$ cat src/rtl/pc_pkg.sv
// rtl/pc_pkg.sv - shared state constants and stack-op type for the program counter
package pc_pkg;

  localparam logic [1:0] ST_RUN   = 2'd0;
  localparam logic [1:0] ST_HALT  = 2'd1;
  localparam logic [1:0] ST_FAULT = 2'd2;

  typedef enum logic [1:0] {
    OP_NOP  = 2'd0,
    OP_PUSH = 2'd1,
    OP_POP  = 2'd2
  } stack_op_e;

endpackage

$ cat src/rtl/program_counter_stack_if.sv
// rtl/program_counter_stack_if.sv - sequencer <-> program counter command/status bundle
interface program_counter_stack_if #(parameter int WIDTH = 4);
  logic             inc_en;
  logic             load_en;
  logic             call_en;
  logic             ret_en;
  logic             halt;
  logic [WIDTH-1:0] load_val;
  logic [WIDTH-1:0] pc_out;
  logic             wrap;
  logic             stack_full;
  logic             stack_empty;
  logic             stack_err;
  logic             halted;

  modport master (
    output inc_en, load_en, call_en, ret_en, halt, load_val,
    input  pc_out, wrap, stack_full, stack_empty, stack_err, halted
  );

  modport slave (
    input  inc_en, load_en, call_en, ret_en, halt, load_val,
    output pc_out, wrap, stack_full, stack_empty, stack_err, halted
  );
endinterface

$ cat src/rtl/pc_ret_stack.sv
// rtl/pc_ret_stack.sv - register-array LIFO of return addresses with depth counter
module pc_ret_stack
  import pc_pkg::*;
#(
  parameter int WIDTH       = 4,
  parameter int STACK_DEPTH = 4
) (
  input  logic             clk,
  input  logic             rst_n,
  input  stack_op_e        op,
  input  logic [WIDTH-1:0] data_in,
  output logic [WIDTH-1:0] top,
  output logic             full,
  output logic             empty
);
  localparam int CW = $clog2(STACK_DEPTH + 1);

  logic [WIDTH-1:0] mem_q [STACK_DEPTH];
  logic [WIDTH-1:0] mem_d [STACK_DEPTH];
  logic [CW-1:0]    depth_q, depth_d;

  assign full  = (int'(depth_q) == STACK_DEPTH);
  assign empty = (depth_q == '0);

  always_comb begin
    top = '0;
    for (int i = 0; i < STACK_DEPTH; i++)
      if (i + 1 == int'(depth_q)) top = mem_q[i];
  end

  // Overflowing push and underflowing pop are dropped here; the caller flags the error.
  always_comb begin
    mem_d   = mem_q;
    depth_d = depth_q;
    if (op == OP_PUSH && !full) begin
      for (int i = 0; i < STACK_DEPTH; i++)
        if (i == int'(depth_q)) mem_d[i] = data_in;
      depth_d = depth_q + CW'(1);
    end else if (op == OP_POP && !empty) begin
      depth_d = depth_q - CW'(1);
    end
  end

  always_ff @(posedge clk or negedge rst_n) begin
    if (!rst_n) begin
      depth_q <= '0;
      for (int i = 0; i < STACK_DEPTH; i++) mem_q[i] <= '0;
    end else begin
      depth_q <= depth_d;
      mem_q   <= mem_d;
    end
  end
endmodule

$ cat src/rtl/program_counter_stack.sv
// rtl/program_counter_stack.sv - PC register with inc/jump/call/return, halt and fault states
module program_counter_stack
  import pc_pkg::*;
#(
  parameter int               WIDTH       = 4,
  parameter int               STACK_DEPTH = 4,
  parameter logic [WIDTH-1:0] RESET_VAL   = '0,
  parameter bit               HALT_ON_ERR = 1'b1
) (
  input  logic                    clk,
  input  logic                    reset,
  program_counter_stack_if.slave  bus
);
  logic [1:0]       state_q, state_d;
  logic [WIDTH-1:0] pc_q, pc_d;
  logic             wrap_q, wrap_d;
  logic             err_q, err_d;
  logic             err_now;
  stack_op_e        op;
  logic [WIDTH-1:0] pc_inc, stk_top;
  logic             stk_full, stk_empty;

  assign pc_inc = pc_q + WIDTH'(1);

  pc_ret_stack #(.WIDTH(WIDTH), .STACK_DEPTH(STACK_DEPTH)) u_stack (
    .clk     (clk),
    .rst_n   (reset),
    .op      (op),
    .data_in (pc_inc),
    .top     (stk_top),
    .full    (stk_full),
    .empty   (stk_empty)
  );

  // Only the highest-priority strobe acts; the rest are dropped for this cycle.
  always_comb begin
    state_d = state_q;
    pc_d    = pc_q;
    wrap_d  = 1'b0;
    err_d   = err_q;
    err_now = 1'b0;
    op      = OP_NOP;
    if (state_q == ST_RUN) begin
      if (bus.halt) begin
        state_d = ST_HALT;
      end else if (bus.call_en && bus.ret_en) begin
        err_now = 1'b1;
      end else if (bus.ret_en) begin
        if (stk_empty) err_now = 1'b1;
        else begin
          op   = OP_POP;
          pc_d = stk_top;
        end
      end else if (bus.call_en) begin
        if (stk_full) err_now = 1'b1;
        else begin
          op   = OP_PUSH;
          pc_d = bus.load_val;
        end
      end else if (bus.load_en) begin
        pc_d = bus.load_val;
      end else if (bus.inc_en) begin
        pc_d   = pc_inc;
        wrap_d = (pc_q == '1);
      end
      if (err_now) begin
        err_d = 1'b1;
        if (HALT_ON_ERR) state_d = ST_FAULT;
      end
    end
  end

  always_ff @(posedge clk or negedge reset) begin
    if (!reset) begin
      state_q <= ST_RUN;
      pc_q    <= RESET_VAL;
      wrap_q  <= 1'b0;
      err_q   <= 1'b0;
    end else begin
      state_q <= state_d;
      pc_q    <= pc_d;
      wrap_q  <= wrap_d;
      err_q   <= err_d;
    end
  end

  assign bus.pc_out      = pc_q;
  assign bus.wrap        = wrap_q;
  assign bus.stack_full  = stk_full;
  assign bus.stack_empty = stk_empty;
  assign bus.stack_err   = err_q;
  assign bus.halted      = (state_q != ST_RUN);
endmodule

$ cat src/flat_wrapper.sv
// flat-port wrapper written by rule: the top's interface ports become plain ports
module program_counter_stack_flat import pc_pkg::*;
#(
  parameter int               WIDTH       = 4,
  parameter int               STACK_DEPTH = 4,
  parameter logic [WIDTH-1:0] RESET_VAL   = '0,
  parameter bit               HALT_ON_ERR = 1'b1
)
  (clk, reset, bus_inc_en, bus_load_en, bus_call_en, bus_ret_en, bus_halt, bus_load_val, bus_pc_out, bus_wrap, bus_stack_full, bus_stack_empty, bus_stack_err, bus_halted);
  program_counter_stack_if #(.WIDTH(WIDTH)) bus_i ();
  input  logic clk;
  input  logic reset;
  input wire logic [$bits(bus_i.inc_en)-1:0] bus_inc_en;
  input wire logic [$bits(bus_i.load_en)-1:0] bus_load_en;
  input wire logic [$bits(bus_i.call_en)-1:0] bus_call_en;
  input wire logic [$bits(bus_i.ret_en)-1:0] bus_ret_en;
  input wire logic [$bits(bus_i.halt)-1:0] bus_halt;
  input wire logic [$bits(bus_i.load_val)-1:0] bus_load_val;
  output wire logic [$bits(bus_i.pc_out)-1:0] bus_pc_out;
  output wire logic [$bits(bus_i.wrap)-1:0] bus_wrap;
  output wire logic [$bits(bus_i.stack_full)-1:0] bus_stack_full;
  output wire logic [$bits(bus_i.stack_empty)-1:0] bus_stack_empty;
  output wire logic [$bits(bus_i.stack_err)-1:0] bus_stack_err;
  output wire logic [$bits(bus_i.halted)-1:0] bus_halted;
  assign bus_i.inc_en = bus_inc_en;
  assign bus_i.load_en = bus_load_en;
  assign bus_i.call_en = bus_call_en;
  assign bus_i.ret_en = bus_ret_en;
  assign bus_i.halt = bus_halt;
  assign bus_i.load_val = bus_load_val;
  assign bus_pc_out = bus_i.pc_out;
  assign bus_wrap = bus_i.wrap;
  assign bus_stack_full = bus_i.stack_full;
  assign bus_stack_empty = bus_i.stack_empty;
  assign bus_stack_err = bus_i.stack_err;
  assign bus_halted = bus_i.halted;
  program_counter_stack #(.WIDTH(WIDTH), .STACK_DEPTH(STACK_DEPTH), .RESET_VAL(RESET_VAL), .HALT_ON_ERR(HALT_ON_ERR)) u_core (.clk(clk), .reset(reset), .bus(bus_i));
endmodule
$ cat config.mk
export PLATFORM = sky130hd
export DESIGN_NAME = program_counter_stack_flat
export DESIGN_NICKNAME = d
export VERILOG_FILES = /design/src/rtl/pc_pkg.sv /design/src/rtl/program_counter_stack_if.sv /design/src/rtl/pc_ret_stack.sv /design/src/rtl/program_counter_stack.sv /design/src/flat_wrapper.sv
export SDC_FILE = /design/constraint.sdc
export NUM_CORES = 1
export LEC_CHECK = 0
export CAP_MARGIN = 15
export CORE_ASPECT_RATIO = 1.2
export CORE_UTILIZATION = 54
export DETAILED_ROUTE_END_ITERATION = 6
export PLACE_DENSITY = 0.79
export SLEW_MARGIN = 40
export SYNTH_ARGS = -nofsm -noshare
export SYNTH_HDL_FRONTEND = slang
export SYNTH_SLANG_ARGS = --single-unit
$ cat constraint.sdc
create_clock -name clk -period 2.68 [get_ports clk]
set_input_delay 0.67 -clock clk [delete_from_list [all_inputs] [get_ports clk]]
set_output_delay 0.67 -clock clk [all_outputs]
set_load 0.01 [all_outputs]
==> flow_summary_export.csv, run 1 <==
group,metric,value,unit
routing,vias_per_cell,5.92,
die,fp.dieH,59.3,um
pwr,powerDensity,397,nW/um^2
routing,drtIter0Drc,40,
finish,nFillCells,195,
cts,path_clk_slew,0.16,ns
cts,cts.path.max_buffers,2,
finish,finish.utilization,71.4,%
finish,diodes,0,
cts,root_buffer,"clkbuf_4",
routing,wl,3320,um
synthesis,synth.distinct_cells,41,
synthesis,yosys_warnings,0,
global_route,antenna_found_initial,0,
critical_path,start_kind,"input pin",
synthesis,seq_area_frac_synth,45.8,%
routing,drc,0,
die,core,2550,sq um
critical_path,crit_type,"input pin to flip-flop",
pwr,p_leak,0.793,nW
cts,cts.sinks,27,
die,die-area,2950,sq um
finish,final_nets,189,
die,die_w,49.7,um
run_status,status,"completed",
timing,period_minus_slack,2.54,ns
cts,postCtsHoldBufs,0,
timing,slew_headroom,73.0,%
finish,layout_common_cells,"27 x dfrtp_1, 19 x clkdlybuf4s50_1, 16 x o21ai_0, 14 x nand2_1, 14 x buf_4",
routing,drtAntennaViolNets,0,
timing,finalSetupViolations,0,
timing,period_share,94.6,%
pwr,ir_drop,0.330,mV
placed_design,io_buffers,19,
routing,wl_per_cell,16.0,um
routing,via_count,1231,
placed_design,hpwl,2360,um
global_route,grt_overflow,0,
timing,skew,0.00523,ns
finish,layout_commonest_cell,"dfrtp_1",
critical_path,required,2.91,ns
hold_path,hold_path.class,"flip-flop to flip-flop",
placed_design,place.gp.congestion,0.834,
timing,setup_tns,0,ns
cts,clk_latency,0.33,ns
cts,cts_setup_buffers,0,
timing,finalHoldViolCount,0,
synthesis,syn_inst,147,
global_route,grt_use_total,25.3,%
timing,worst_pin_slew,0.403,ns
die,initial_core_util,57.8,%
synthesis,synth_top_area_share,45.8,%
pwr,power,0.724,mW
critical_path,crit_fanout,3,
synthesis,ys_ff_latch,27,
timing,hold_slack,0.495,ns
cts,cts_made_buffers,3,
synthesis,syn_nets,160,
synthesis,synth_top_area_cell,"dfrtp_1",
routing,drt-pass1-iter-count,4,
global_route,grt_pass1_vias,1244,
global_route,grt_pass1_wl,5590,um
finish,areaGrowthSynthToFinish,23.6,%
cts,cts_tree,"yes",
die,io_pins,20,
job,drv_cap,0,
cts,ctsHtreeMaxLevel,1,
timing,maxSlewViolCount,0,
timing,fmax,394,MHz
finish,multi_input_area,768,sq um
finish,drive_gt1_share,21.1,%
finish,regArea,676,sq um
synthesis,syn_area,1480,sq um
critical_path,worstPathArrival,2.77,ns
global_route,grt_start_max_net_pins,28,
critical_path,endpoint_kind,"flip-flop",
synthesis,synth_area_leaders,"dfrtp_1 46%, mux2_2 6.1%, o21ai_0 5.4%, nand2_1 3.6%, mux2i_1 3.4%",
synthesis,avgSynthCellArea,10.0,sq um
die,row_count,20,
timing,grt_setup_unrepaired,"true",
## Yosys cell counts
cell      instances
a211oi_1          2
nand2_1          14
nand4_1           2
o221a_2           1
nand4b_1          1
xnor2_1           4
a21o_2            1
buf_2             2
nor4b_1           2
dfrtp_1          27
nor3_1            4
ha_1              2
nor4bb_1          2
clkbuf_1          5
or2_2             1
nand2b_1          3
a211o_1           1
xor2_1            1
or3_1             2
o31ai_1           3
or3b_2            1
o21ai_0          16
mux2_4            1
inv_1             4
nor3b_1           3
nand3_1           2
nor2_1            5
o32ai_1           1
and3b_1           1
a21oi_1           4
mux2i_1           5
buf_6             1
buf_1             1
or4_4             1
o21ba_2           1
o22ai_1           2
mux2_2            8
o41ai_1           1
nor2b_1           3
nand3b_1          4
nor4_1            2
## power by group
part	leakage, nW	internal [mW]	total [mW]	switching, mW
Clock	0.0177	0.0560	0.184	0.128
Combinational	0.419	0.0578	0.119	0.0612
Sequential	0.356	0.415	0.421	0.00674
Total	0.793	0.528	0.724	0.196
## what timing repair did
| action | in CTS | in global routing |
|---|---|---|
| setup endpoints to repair | 1 | 2 |
| resized for setup | 1 | 4 |
| pin swaps | 0 | 1 |
## cell families (layout without fill, tap and decap cells)
logic type	after synthesis	in the layout	synth area share [%]
AOI/OAI and AO/OA	33	33	14.0
adders and majority gates	2	2	1.70
and+or+nand+nor	53	53	21.0
buffers and inverters	13	41	3.99
muxes	14	14	10.5
xor gates and xnor gates	5	5	2.97
DFF	27	27	45.8
## critical path, cell delays in order
cell and delay (ns):
clkdlybuf4s50_1 0.44, or3_4 0.42, nor3_4 0.14, xnor2_1 0.08
ha_1 0.19, or3b_2 0.46, nor4_2 0.16, a21oi_1 0.08
xnor2_1 0.13
## through the flow
| step | cell area (sq um) | setup slack, ns | instances |
|---|---|---|---|
| 4_1_cts | 1800 | 0.0263 | 208 |
| 3_5_place_dp | 1770 | -0.408 | 204 |
| 3_3_place_gp | 1770 | -0.314 | 204 |
| 2_1_floorplan | 1480 | 0.0696 | 147 |
| 5_1_grt | 1820 | 0.00200 | 208 |
| 6_report | 1820 | 0.143 | 208 |
## final cells by class
class | count | share of cell area [%]
clock inverters | 1 | 0.275
multi-input cells | 107 | 42.1
clock buffers | 3 | 1.24
inverters | 4 | 0.824
repair buffers | 33 | 16.2
well taps | 33 | 2.26
flip-flops and latches | 27 | 37.1
## final timing paths
| check | from | to | slack [ns] | cells after the start |
|---|---|---|---|---|
| setup / recovery | bus_halt | u_core.u_stack.depth_q[2]$_DFFE_PN0P_ | 0.14 | 9 |
| hold / removal | u_core.u_stack.mem_q[0]$_DFFE_PN0P_ | u_core.u_stack.mem_q[0]$_DFFE_PN0P_ | 0.49 | 2 |
| setup reg to reg | u_core.state_q[0]$_DFFE_PN0P_ | u_core.u_stack.depth_q[2]$_DFFE_PN0P_ | 0.52 | 8 |
| hold reg to reg | u_core.u_stack.mem_q[0]$_DFFE_PN0P_ | u_core.u_stack.mem_q[0]$_DFFE_PN0P_ | 0.49 | 2 |
| max in group asynchronous | reset | u_core.u_stack.mem_q[12]$_DFFE_PN0P_ | 1.73 | 2 |
| min in group asynchronous | reset | u_core.u_stack.mem_q[7]$_DFFE_PN0P_ | 0.69 | 2 |
## per-layer routing
metal | routed length (um) | GRT usage [%]
met1 | 1510 | 33.2
met2 | 1600 | 41.3
met3 | 135 | 3.85
met4 | 70 | 11.8
met5 | 0 | 0
## state kept, by name, indices dropped and copies added (netlist names)
| name | count |
|---|---|
| u_core.u_stack.depth_q | 3 |
| u_core.bus.wrap | 1 |
| u_core.bus.pc_out | 4 |
| u_core.u_stack.mem_q | 16 |
| u_core.bus.stack_err | 1 |
| u_core.state_q | 2 |
Power figures use the tool's default switching activity.
==> run 2: changes to the inputs <==
--- a/config.mk
+++ b/config.mk
@@ -9,8 +9,10 @@
 export CORE_ASPECT_RATIO = 1.2
 export CORE_UTILIZATION = 54
 export DETAILED_ROUTE_END_ITERATION = 6
-export PLACE_DENSITY = 0.79
+export GPL_TIMING_DRIVEN = 0
+export PLACE_DENSITY = 0.78
 export SLEW_MARGIN = 40
 export SYNTH_ARGS = -nofsm -noshare
 export SYNTH_HDL_FRONTEND = slang
+export SYNTH_HIERARCHICAL = 1
 export SYNTH_SLANG_ARGS = --single-unit
==> flow_summary_export.csv, run 2 <==
group,metric,value,unit
run_status,status,"completed",
pwr,powerDensity,489,nW/um^2
global_route,grt_use_total,22.9,%
timing,maxSlewViolCount,0,
global_route,antenna_found_initial,0,
global_route,grt_start_max_net_pins,28,
synthesis,yosys_warnings,6,
cts,root_buffer,"clkbuf_4",
routing,drtAntennaViolNets,0,
critical_path,required,2.01,ns
global_route,grt_overflow,0,
timing,period_share,95.9,%
timing,grt_setup_unrepaired,"false",
synthesis,synth_area_leaders,"dfrtp_1 43%, mux2_2 12%, mux2i_1 3.8%, a22oi_1 2.4%, nor3b_4 2.4%",
hold_path,hold_path.class,"input pin to asynchronous set/reset pin",
cts,path_clk_slew,0.14,ns
synthesis,syn_inst,138,
routing,drt-pass1-iter-count,4,
finish,nFillCells,203,
cts,clk_latency,0.31,ns
pwr,power_frac_comb,32.5,%
placed_design,hpwl,2370,um
synthesis,yosys-top-cells-count,"27 x dfrtp_1, 17 x mux2_2, 7 x nand2_1",
synthesis,seq_area_frac_synth,43.3,%
synthesis,async_flop_share,100,%
cts,cts_tree,"yes",
routing,wl,3280,um
critical_path,endpoint_kind,"primary output",
timing,skew,0.00192,ns
pwr,p_leak,0.873,nW
finish,diodes,0,
die,initial_core_util,56.6,%
critical_path,crit_fanout,10,
critical_path,crit_type,"flip-flop to primary output",
critical_path,worstPathArrival,1.90,ns
placed_design,numPlacedInstances,191,
timing,finalSetupViolations,0,
pwr,p_int,0.629,mW
cts,cts_made_buffers,3,
synthesis,ys_ff_latch,27,
timing,slew_headroom,60.8,%
synthesis,synth.distinct_cells,45,
timing,fmax,389,MHz
die,die_w,51.1,um
timing,worst_pin_slew,0.588,ns
finish,areaGrowthSynthToFinish,23.3,%
die,io_pins,20,
timing,period_minus_slack,2.57,ns
die,core,2760,sq um
synthesis,synth_top_area_share,43.3,%
timing,finalHoldViolCount,0,
die,die-area,3110,sq um
finish,top_register,"u_core/u_stack/mem_q",
placed_design,io_buffers,19,
die,row_count,21,
synthesis,syn_nets,151,
critical_path,r2r_setup_slack,0.19,ns
cts,cts.sinks,27,
timing,setup_tns,0,ns
cts,ctsHtreeMaxLevel,1,
cts,cts.path.max_buffers,2,
synthesis,syn_area,1560,sq um
routing,wl_per_cell,16.5,um
finish,final_nets,179,
pwr,p_sw_share,33.3,%
critical_path,start_kind,"flip-flop",
finish,fin_cells,199,
die,fp.dieH,60.9,um
routing,drc,0,
placed_design,place.gp.congestion,0.768,
finish,drive_gt1_share,31.5,%
pwr,p_clk_share,17.8,%
synthesis,avgSynthCellArea,11.3,sq um
synthesis,synth_top_area_cell,"dfrtp_1",
routing,via_count,1191,
synthesis,yosysMostFrequentCell,"dfrtp_1",
pwr,seq_power_share,49.7,%
pwr,ir_drop,0.369,mV
global_route,grt_pass1_wl,5220,um
finish,layout_commonest_cell,"dfrtp_1",
critical_path,r2r_cells,9,
routing,drtIter0Drc,28,
critical_path,worstReg2RegStart,"u_core/u_stack/depth_q[0]$_DFFE_PN0P_",
routing,vias_per_cell,5.98,
global_route,grt_pass1_vias,1112,
finish,finish.utilization,69.8,%
finish,largest_register_ffs,16,
job,drv_cap,0,
synthesis,synth-edff-count,0,
critical_path,reg2reg_to,"u_core/u_stack/depth_q[1]$_DFFE_PN0P_",
pwr,p_switching,0.313,mW
synthesis,synthFlopType,"dfrtp_1",
finish,layout_common_cells,"25 x dfrtp_1, 17 x mux2_2, 15 x clkdlybuf4s50_1, 7 x nand2_1",
==> run 2: changes by cell type in the layout (fill, tap and decap cells not counted), moves of 4 or more <==
cell,change
a22oi_1,+5
buf_4,-8
clkdlybuf4s50_1,-4
mux2_2,+9
nand2_1,-7
o21ai_0,-13
==> run 2: layout make-up <==
class	instances	area [sq um]	share of cell area (%)
Inverter	5	18.8	0.975
Sequential cell	27	678	35.2
Buffer	6	43.8	2.27
Clock buffer	3	22.5	1.17
Tap cell	34	42.5	2.21
Clock inverter	1	5.00	0.260
Timing Repair Buffer	24	230	12.0
Multi-Input combinational cell	99	885	45.9
==> run 2: cells by family (layout without fill, tap and decap cells) <==
family / Yosys count / in the layout / share of synthesized area (%)
XOR/XNOR: 3 / 3 / 1.68
adder cells (fa/ha/maj): 2 / 2 / 2.08
flip-flops: 27 / 27 / 43.3
AND/OR/NAND/NOR: 44 / 44 / 20.8
buffers and inverters: 12 / 39 / 4.01
multiplexers: 23 / 23 / 16.1
AO/OA/AOI/OAI: 27 / 27 / 12.1
==> run 2: worst max path at each step <==
stage	to	cells after the start	slack, ns	startpoint
after floorplan	u_core/u_stack/depth_q[1]$_DFFE_PN0P_	9	-0.08	bus_ret_en
after global placement	u_core/u_stack/depth_q[1]$_DFFE_PN0P_	10	-0.89	bus_ret_en
after detailed placement	u_core/u_stack/depth_q[1]$_DFFE_PN0P_	10	-0.93	bus_ret_en
after CTS	u_core/u_stack/depth_q[1]$_DFFE_PN0P_	8	-0.007	bus_halt
after global routing	bus_stack_empty	3	0.02	u_core/u_stack/depth_q[0]$_DFFE_PN0P_
final	bus_stack_empty	3	0.11	u_core/u_stack/depth_q[0]$_DFFE_PN0P_
==> run 2: repair_timing <==
action / in CTS / in global routing
pin swaps: 4 / 6
resized for setup: 7 / 9
gates cloned: 0 / 0
setup endpoints to repair: 13 / 4
hold buffers: 0 / 0
setup buffers: 3 / 2
==> run 2: power by group through the flow <==
| stage | Clock (mW) | Combinational (mW) | Sequential (mW) |
|---|---|---|---|
| final | 0.167 | 0.306 | 0.468 |
| after detailed placement | 0 | 0.259 | 0.484 |
| after global placement | 0 | 0.252 | 0.482 |
| after floorplan | 0 | 0.150 | 0.481 |
| after global routing | 0.188 | 0.335 | 0.474 |
| after CTS | 0.178 | 0.280 | 0.477 |
==> run 2: layer usage <==
layer | global-route usage (%) | vias up | share of wire (%)
met1 | 28.2 | 589 | 43
met2 | 40.6 | 28 | 52
met3 | 3.26 | 10 | 2.7
met4 | 9.13 | 0 | 2.3
met5 | 0 | - | 0
li1 | - | 564 | -
==> run 2: worst max-delay path, stage by stage (launching register included) <==
cell	delay, ns
dfrtp_2	0.50
buf_2	0.23
nor3_4	0.27
clkdlybuf4s50_1	0.58
==> run 2: through the flow <==
step	power [mW]	instance area [sq um]	hold WS, ns	setup slack, ns
2_1_floorplan	0.632	1570	0.374	-0.0782
3_3_place_gp	0.734	1810	0.455	-0.885
3_5_place_dp	0.743	1800	0.458	-0.929
4_1_cts	0.934	1890	0.345	-0.00674
5_1_grt	0.997	1930	0.376	0.0242
6_report	0.942	1930	0.336	0.110
